`src/rtl/fifo_way_arbiter.sv`:
```
// fifo_way_arbiter
//
// Purpose:
//   Packs write requests from NUM_REQ pixel producers into the NUM_WAY
//   parallel write lanes of the image address/data FIFO. Grants are handed
//   out round-robin and are capped by a local credit count of free FIFO
//   entries, so the FIFO is never written beyond its capacity. Granted
//   requests are registered onto the lanes, packed from lane 0 upward.
//
// Ports:
//   clk, rst      - single clock, synchronous active-high reset
//   en            - level-sensitive enable for granting
//   req_vld       - per-requester valid
//   req_addr      - per-requester address
//   req_data      - per-requester data
//   req_rdy       - per-requester grant (transfer on req_vld & req_rdy)
//   pop_cnt       - number of FIFO entries read this cycle
//   wen           - registered FIFO lane write enables
//   addr_in       - registered FIFO lane addresses (zero on idle lanes)
//   data_in       - registered FIFO lane data (zero on idle lanes)
//   credit        - free FIFO entries as tracked here
//   busy          - state is not IDLE
//   drained       - one-cycle pulse when DRAIN returns to IDLE
//   err_ovf       - sticky credit overflow flag

`timescale 1ns/1ps

module fifo_way_arbiter #(
    parameter int NUM_REQ  = 8,
    parameter int NUM_WAY  = 3,
    parameter int FIFO_LEN = 32,
    parameter int ADDR_W   = 6,
    parameter int DATA_W   = 6,
    parameter int CW       = $clog2(FIFO_LEN + 1)
) (
    input  logic                                 clk,
    input  logic                                 rst,
    input  logic                                 en,
    input  logic [NUM_REQ-1:0]                   req_vld,
    input  logic [NUM_REQ-1:0][ADDR_W-1:0]       req_addr,
    input  logic [NUM_REQ-1:0][DATA_W-1:0]       req_data,
    output logic [NUM_REQ-1:0]                   req_rdy,
    input  logic [$clog2(NUM_WAY+1)-1:0]         pop_cnt,
    output logic [NUM_WAY-1:0]                   wen,
    output logic [NUM_WAY-1:0][ADDR_W-1:0]       addr_in,
    output logic [NUM_WAY-1:0][DATA_W-1:0]       data_in,
    output logic [CW-1:0]                        credit,
    output logic                                 busy,
    output logic                                 drained,
    output logic                                 err_ovf
);

    localparam int PW = $clog2(NUM_REQ);
    localparam int GW = $clog2(NUM_WAY + 1);
    localparam int LW = (NUM_WAY > 1) ? $clog2(NUM_WAY) : 1;

    typedef enum logic [1:0] {
        IDLE  = 2'd0,
        RUN   = 2'd1,
        DRAIN = 2'd2
    } state_t;

    state_t                          state_q, state_d;
    logic [PW-1:0]                   rr_ptr_q, rr_ptr_d;
    logic [CW-1:0]                   credit_q, credit_d;
    logic                            err_ovf_q, err_ovf_d;
    logic                            drained_q, drained_d;
    logic [NUM_WAY-1:0]              wen_q, wen_d;
    logic [NUM_WAY-1:0][ADDR_W-1:0]  addr_q, addr_d;
    logic [NUM_WAY-1:0][DATA_W-1:0]  data_q, data_d;

    logic                            grant_en;
    logic [GW-1:0]                   limit;
    logic [GW-1:0]                   grant_cnt;
    logic [PW:0]                     idx_sum;
    logic [PW-1:0]                   idx;
    logic [PW-1:0]                   last_idx;
    logic                            any_grant;
    logic [CW:0]                     credit_sum;

    // Grant selection. Scan requesters starting at rr_ptr, wrapping modulo
    // NUM_REQ, and hand out at most min(NUM_WAY, credit) grants. Only the
    // registered credit is used so that a same-cycle pop never lets the
    // FIFO be overcommitted. Each grant is packed onto the next free lane.
    // Reset suppresses grants so nothing is accepted while it is asserted.
    always_comb begin
        grant_en  = (state_q == RUN) && !rst;
        limit     = (credit_q < CW'(NUM_WAY)) ? credit_q[GW-1:0] : GW'(NUM_WAY);
        grant_cnt = '0;
        idx_sum   = '0;
        idx       = '0;
        last_idx  = rr_ptr_q;
        any_grant = 1'b0;
        req_rdy   = '0;
        wen_d     = '0;
        addr_d    = '0;
        data_d    = '0;
        if (grant_en) begin
            for (int j = 0; j < NUM_REQ; j++) begin
                idx_sum = {1'b0, rr_ptr_q} + (PW+1)'(j);
                if (idx_sum >= (PW+1)'(NUM_REQ)) begin
                    idx_sum = idx_sum - (PW+1)'(NUM_REQ);
                end
                idx = idx_sum[PW-1:0];
                if (req_vld[idx] && (grant_cnt < limit)) begin
                    req_rdy[idx]                 = 1'b1;
                    wen_d[grant_cnt[LW-1:0]]     = 1'b1;
                    addr_d[grant_cnt[LW-1:0]]    = req_addr[idx];
                    data_d[grant_cnt[LW-1:0]]    = req_data[idx];
                    grant_cnt                    = grant_cnt + 1'b1;
                    last_idx                     = idx;
                    any_grant                    = 1'b1;
                end
            end
        end
    end

    // Round-robin pointer moves just past the last granted requester so the
    // next scan starts with whoever was skipped or not yet reached.
    always_comb begin
        rr_ptr_d = rr_ptr_q;
        if (any_grant) begin
            rr_ptr_d = (last_idx == PW'(NUM_REQ - 1)) ? '0 : last_idx + 1'b1;
        end
    end

    // Credit bookkeeping runs in every state: grants consume entries and
    // FIFO pops return them. A return that would exceed the FIFO depth
    // means the FIFO reported more pops than writes; clamp and flag it.
    always_comb begin
        credit_sum = {1'b0, credit_q} - (CW+1)'(grant_cnt) + (CW+1)'(pop_cnt);
        credit_d   = credit_sum[CW-1:0];
        err_ovf_d  = err_ovf_q;
        if (credit_sum > (CW+1)'(FIFO_LEN)) begin
            credit_d  = CW'(FIFO_LEN);
            err_ovf_d = 1'b1;
        end
    end

    // Control FSM. DRAIN waits for every outstanding FIFO entry to be popped
    // before returning to IDLE; a re-enable during DRAIN takes priority and
    // resumes granting immediately.
    always_comb begin
        state_d   = state_q;
        drained_d = 1'b0;
        unique case (state_q)
            IDLE: begin
                if (en) begin
                    state_d = RUN;
                end
            end
            RUN: begin
                if (!en) begin
                    state_d = DRAIN;
                end
            end
            DRAIN: begin
                if (en) begin
                    state_d = RUN;
                end else if (credit_q == CW'(FIFO_LEN)) begin
                    state_d   = IDLE;
                    drained_d = 1'b1;
                end
            end
            default: begin
                state_d = IDLE;
            end
        endcase
    end

    // State and output registers. Reset discards any lane writes in flight.
    always_ff @(posedge clk) begin
        if (rst) begin
            state_q   <= IDLE;
            rr_ptr_q  <= '0;
            credit_q  <= CW'(FIFO_LEN);
            err_ovf_q <= 1'b0;
            drained_q <= 1'b0;
            wen_q     <= '0;
            addr_q    <= '0;
            data_q    <= '0;
        end else begin
            state_q   <= state_d;
            rr_ptr_q  <= rr_ptr_d;
            credit_q  <= credit_d;
            err_ovf_q <= err_ovf_d;
            drained_q <= drained_d;
            wen_q     <= wen_d;
            addr_q    <= addr_d;
            data_q    <= data_d;
        end
    end

    assign wen     = wen_q;
    assign addr_in = addr_q;
    assign data_in = data_q;
    assign credit  = credit_q;
    assign busy    = (state_q != IDLE);
    assign drained = drained_q;
    assign err_ovf = err_ovf_q;

endmodule

```
`config.mk`:
```
export PLATFORM = sky130hd
export DESIGN_NAME = fifo_way_arbiter
export DESIGN_NICKNAME = d
export VERILOG_FILES = /design/src/rtl/fifo_way_arbiter.sv
export SDC_FILE = /design/constraint.sdc
export NUM_CORES = 1
export LEC_CHECK = 0
export CAP_MARGIN = 20
export CELL_PAD_IN_SITES_DETAIL_PLACEMENT = 0
export CELL_PAD_IN_SITES_GLOBAL_PLACEMENT = 2
export CORE_ASPECT_RATIO = 0.6
export CORE_MARGIN = 4
export CORE_UTILIZATION = 36
export CTS_BUF_LIST = sky130_fd_sc_hd__clkbuf_4 sky130_fd_sc_hd__clkbuf_8 sky130_fd_sc_hd__clkbuf_16
export CTS_CLUSTER_DIAMETER = 100
export DETAILED_ROUTE_END_ITERATION = 8
export PLACE_DENSITY = 0.92
export SETUP_SLACK_MARGIN = 0.02
export SLEW_MARGIN = 30
export SYNTH_ARGS = -nofsm -noshare
export SYNTH_HDL_FRONTEND = slang
export SYNTH_SLANG_ARGS = --single-unit
export TNS_END_PERCENT = 50
```
`constraint.sdc`:
```
create_clock -name clk -period 24.4 [get_ports clk]
set_clock_uncertainty 0.2 [all_clocks]
set_input_delay 4.88 -clock clk [delete_from_list [all_inputs] [get_ports clk]]
set_output_delay 4.88 -clock clk [all_outputs]
set_load 0.03 [all_outputs]
```
==> impl_metrics.toml <==
[outcome]
outcome = "finished clean"

[die]
num_rows = 45
num_io_pins = 165
design.core.area_um2 = 25280
starting_utilization_of_the_core_area_pct = 36.63
design.die.area_um2 = 28440
die_width_um = 215.1
die_y_um = 132.2

[logic_synthesis]
yosys_warnings = 0
synthFlopType = "sky130_fd_sc_hd__dfxtp_1"
synthesis.area_per_instance_um2 = 8.794
postSynthRegisterBits = 52
sequential_share_of_the_synthesized_area_pct = 11.24
synthesis.instances = 1053
ys_async_sr_fraction_pct = 0
netlist_top_cells_area = "sky130_fd_sc_hd__mux4_2, sky130_fd_sc_hd__mux2i_1, sky130_fd_sc_hd__dfxtp_1"
synth.cell_area_um2 = 9260
synthDistinctLibCells = 71
yosysTopAreaCellShare_pct = 25.54
synth_nets = 1206
synth_enable_flop_cells = 0
post-synth-top-area-cell = "sky130_fd_sc_hd__mux4_2"

[cts]
holdBufCountCts = 0
total_clock_sinks = 52
worst_skew_pair.late_latency_ns = 0.31
cts_root_buffer = "sky130_fd_sc_hd__clkbuf_16"
tritoncts.num_buffers = 5
cts_h_tree_depth = 2
tritoncts = "built"
worst_case_clock_buffer_depth = 2
post_cts_sizing_count = 0
clkTransAtPathRegs_ns = 0.07
cts.repair_timing.setup_buffer_count = 0

[setup_path]
timing.reg2reg.worst_path_depth = 53
critical_path.max_fanout = 18
crit_path_top_delay_cell = "sky130_fd_sc_hd__o32ai_4"
timing.critical_path.to = "req_rdy[0]"
worstPathRequired_ns = 19.32
timing_worst_setup_path_type = "primary input to output pin"
critical_path.reg2reg.startpoint = "rr_ptr_q[1]"
critical_path.startpoint_type = "primary input"
crit-reg2reg-capture = "credit[5]"
arrival_ns = 17.88
ff2ff_setup_slack_ns = 8.70
critical-path-top-cell-by-count = "sky130_fd_sc_hd__ha_1"
critical_path.max_stage_delay_ns = 0.85
worst_setup_path_startpoint = "req_vld[1]"
worstSetupEndpointType = "output pin"

[detailed_routing]
dr_total_vias = 9329
antenna_violating_nets_post_route = 0
drt_wl_total_um = 36770
drt_pass1_iterations = 5
wl_per_cell_um = 24.89
drt_drc_violations_left = 0
avgViaCountPerCell = 6.316
initialDrtViolationCount = 1205

[global_routing]
grt_util_all_layers_pct = 25.02
global_route.overflow_total = 0
grt_antenna_before_repair = 2
grt_pass1_wl_um = 55240
pin_count_of_the_biggest_net_entering_global_routing = 64
grt_pass1_vias = 8462

[finish]
finalNetCount = 1300
layout-area-overhead-vs-synth_pct = 21.55
antenna-diode-count = 0
mostFrequentLayoutCells = "sky130_fd_sc_hd__nand2_1, sky130_fd_sc_hd__clkdlybuf4s50_1, sky130_fd_sc_hd__mux2i_1"
instances_no_fill = 1477
layout_commonest_cell = "sky130_fd_sc_hd__nand2_1"
post_route_cells_drive_above_1_share_pct = 16.46
fillers = 2380

[place]
io_buffers = 164
placedCellCount = 1468
gp_congestion = 0.9444
detailed_place_hpwl_um = 29640

[timing]
final_total_negative_setup_slack_ns = 0
count_of_final_hold_check_violations = 0
timing_worst_slew_pin_value_ns = 0.9675
slew_violations = 0
period_needed_ns = 22.96
max_clock_freq_mhz = 43.55
setup-violations-final = 0
worst_slew_margin_relative_to_its_limit_pct = 35.50
grt_setup_unrepaired = "false"
layout_worst_path_cycle_share_pct = 94.10

[flow_run]
cap_violations = 0

[worst_hold_path]
worst_hold_path.num_cells = 1
hold_path.class = "register to register"
-- per-layer routing --
| layer | vias up | share of wire, % | track usage [%] |
|---|---|---|---|
| met1 | 4477 | 52 | 43.15 |
| met2 | 640 | 32 | 26.95 |
| li1 | 4192 | - | - |
| met4 | 4 | 0.38 | 1.859 |
| met5 | - | 0.057 | 0 |
| met3 | 16 | 16 | 11.72 |
-- cell families after synthesis --
kind of cell / count (synthesis) / share of synthesized area [%]
buf+inv: 118 / 5.094
fa+ha+maj: 44 / 6.107
simple gates: 343 / 15.97
compound gates: 207 / 15.44
mux: 278 / 45.02
xor+xnor: 11 / 1.122
flops: 52 / 11.24
-- critical path: cells and delay by family --
kind / cells / cell delay [ns]
AOI/OAI and AO/OA: 15 / 4.93
adders and majority gates: 6 / 1.57
buffers and inverters: 8 / 2.22
muxes: 5 / 1.85
and+or+nand+nor: 9 / 2.40
-- per-stage QoR --
stage          cell area [um2]  utilization, %  setup slack, ns  hold slack, ns
6_report                 11260           44.52            1.440          0.2897
5_1_grt                  11260           44.52           0.5374          0.3093
4_1_cts                  11220           44.38            1.365          0.2864
3_5_place_dp             11070           43.79            1.381          0.2702
2_1_floorplan             9260               -            4.175          0.2386
3_3_place_gp             11070           43.79            1.912          0.2563
-- cell usage after synthesis, drive strengths merged (4+ instances only) --
master / number
nor2: 72
o32ai: 5
a21oi: 52
dfxtp: 52
o22ai: 26
nand2b: 5
mux4: 105
clkbuf: 56
and3: 7
inv: 29
or3: 4
o221ai: 5
xnor2: 7
nand4: 4
nand2: 192
mux2i: 134
ha: 42
a211oi: 19
a31oi: 6
o21ai: 31
nand3: 13
nor4: 8
buf: 33
a21o: 6
and2: 10
o21a: 6
xor2: 4
o211ai: 15
or2: 6
mux2: 39
nor3: 11
o31ai: 4
-- cell type report --
type / count / area [um2] / share of cell area [%]
timing repair buffer: 176 / 1755 / 15.60
inverter: 29 / 108.9 / 0.9671
multi-input combinational: 883 / 7784 / 69.15
clock inverter: 3 / 25.02 / 0.2223
clock buffer: 5 / 125.1 / 1.112
tap: 329 / 411.6 / 3.657
sequential: 52 / 1046 / 9.293
-- registers in the layout (all words and copies together), names as in the netlist --
name and flops:
addr_in 18, credit 6, data_in 18, drained 1, err_ovf 1, rr_ptr_q 3, state_q 2, wen 3
-- how the worst min path moves through the flow --
| stage | start | slack, ns | end |
|---|---|---|---|
| 2_1_floorplan | state_q[0] | 0.24 | state_q[0] |
| 3_3_place_gp | err_ovf | 0.26 | err_ovf |
| 3_5_place_dp | err_ovf | 0.27 | err_ovf |
| 4_1_cts | state_q[1] | 0.29 | state_q[0] |
| 5_1_grt | state_q[0] | 0.31 | state_q[0] |
| 6_report | state_q[0] | 0.29 | state_q[0] |
Power is left out: the tool's default activity adds up to more than one toggle a clock period on the data nets, which glitch-free logic cannot reach.
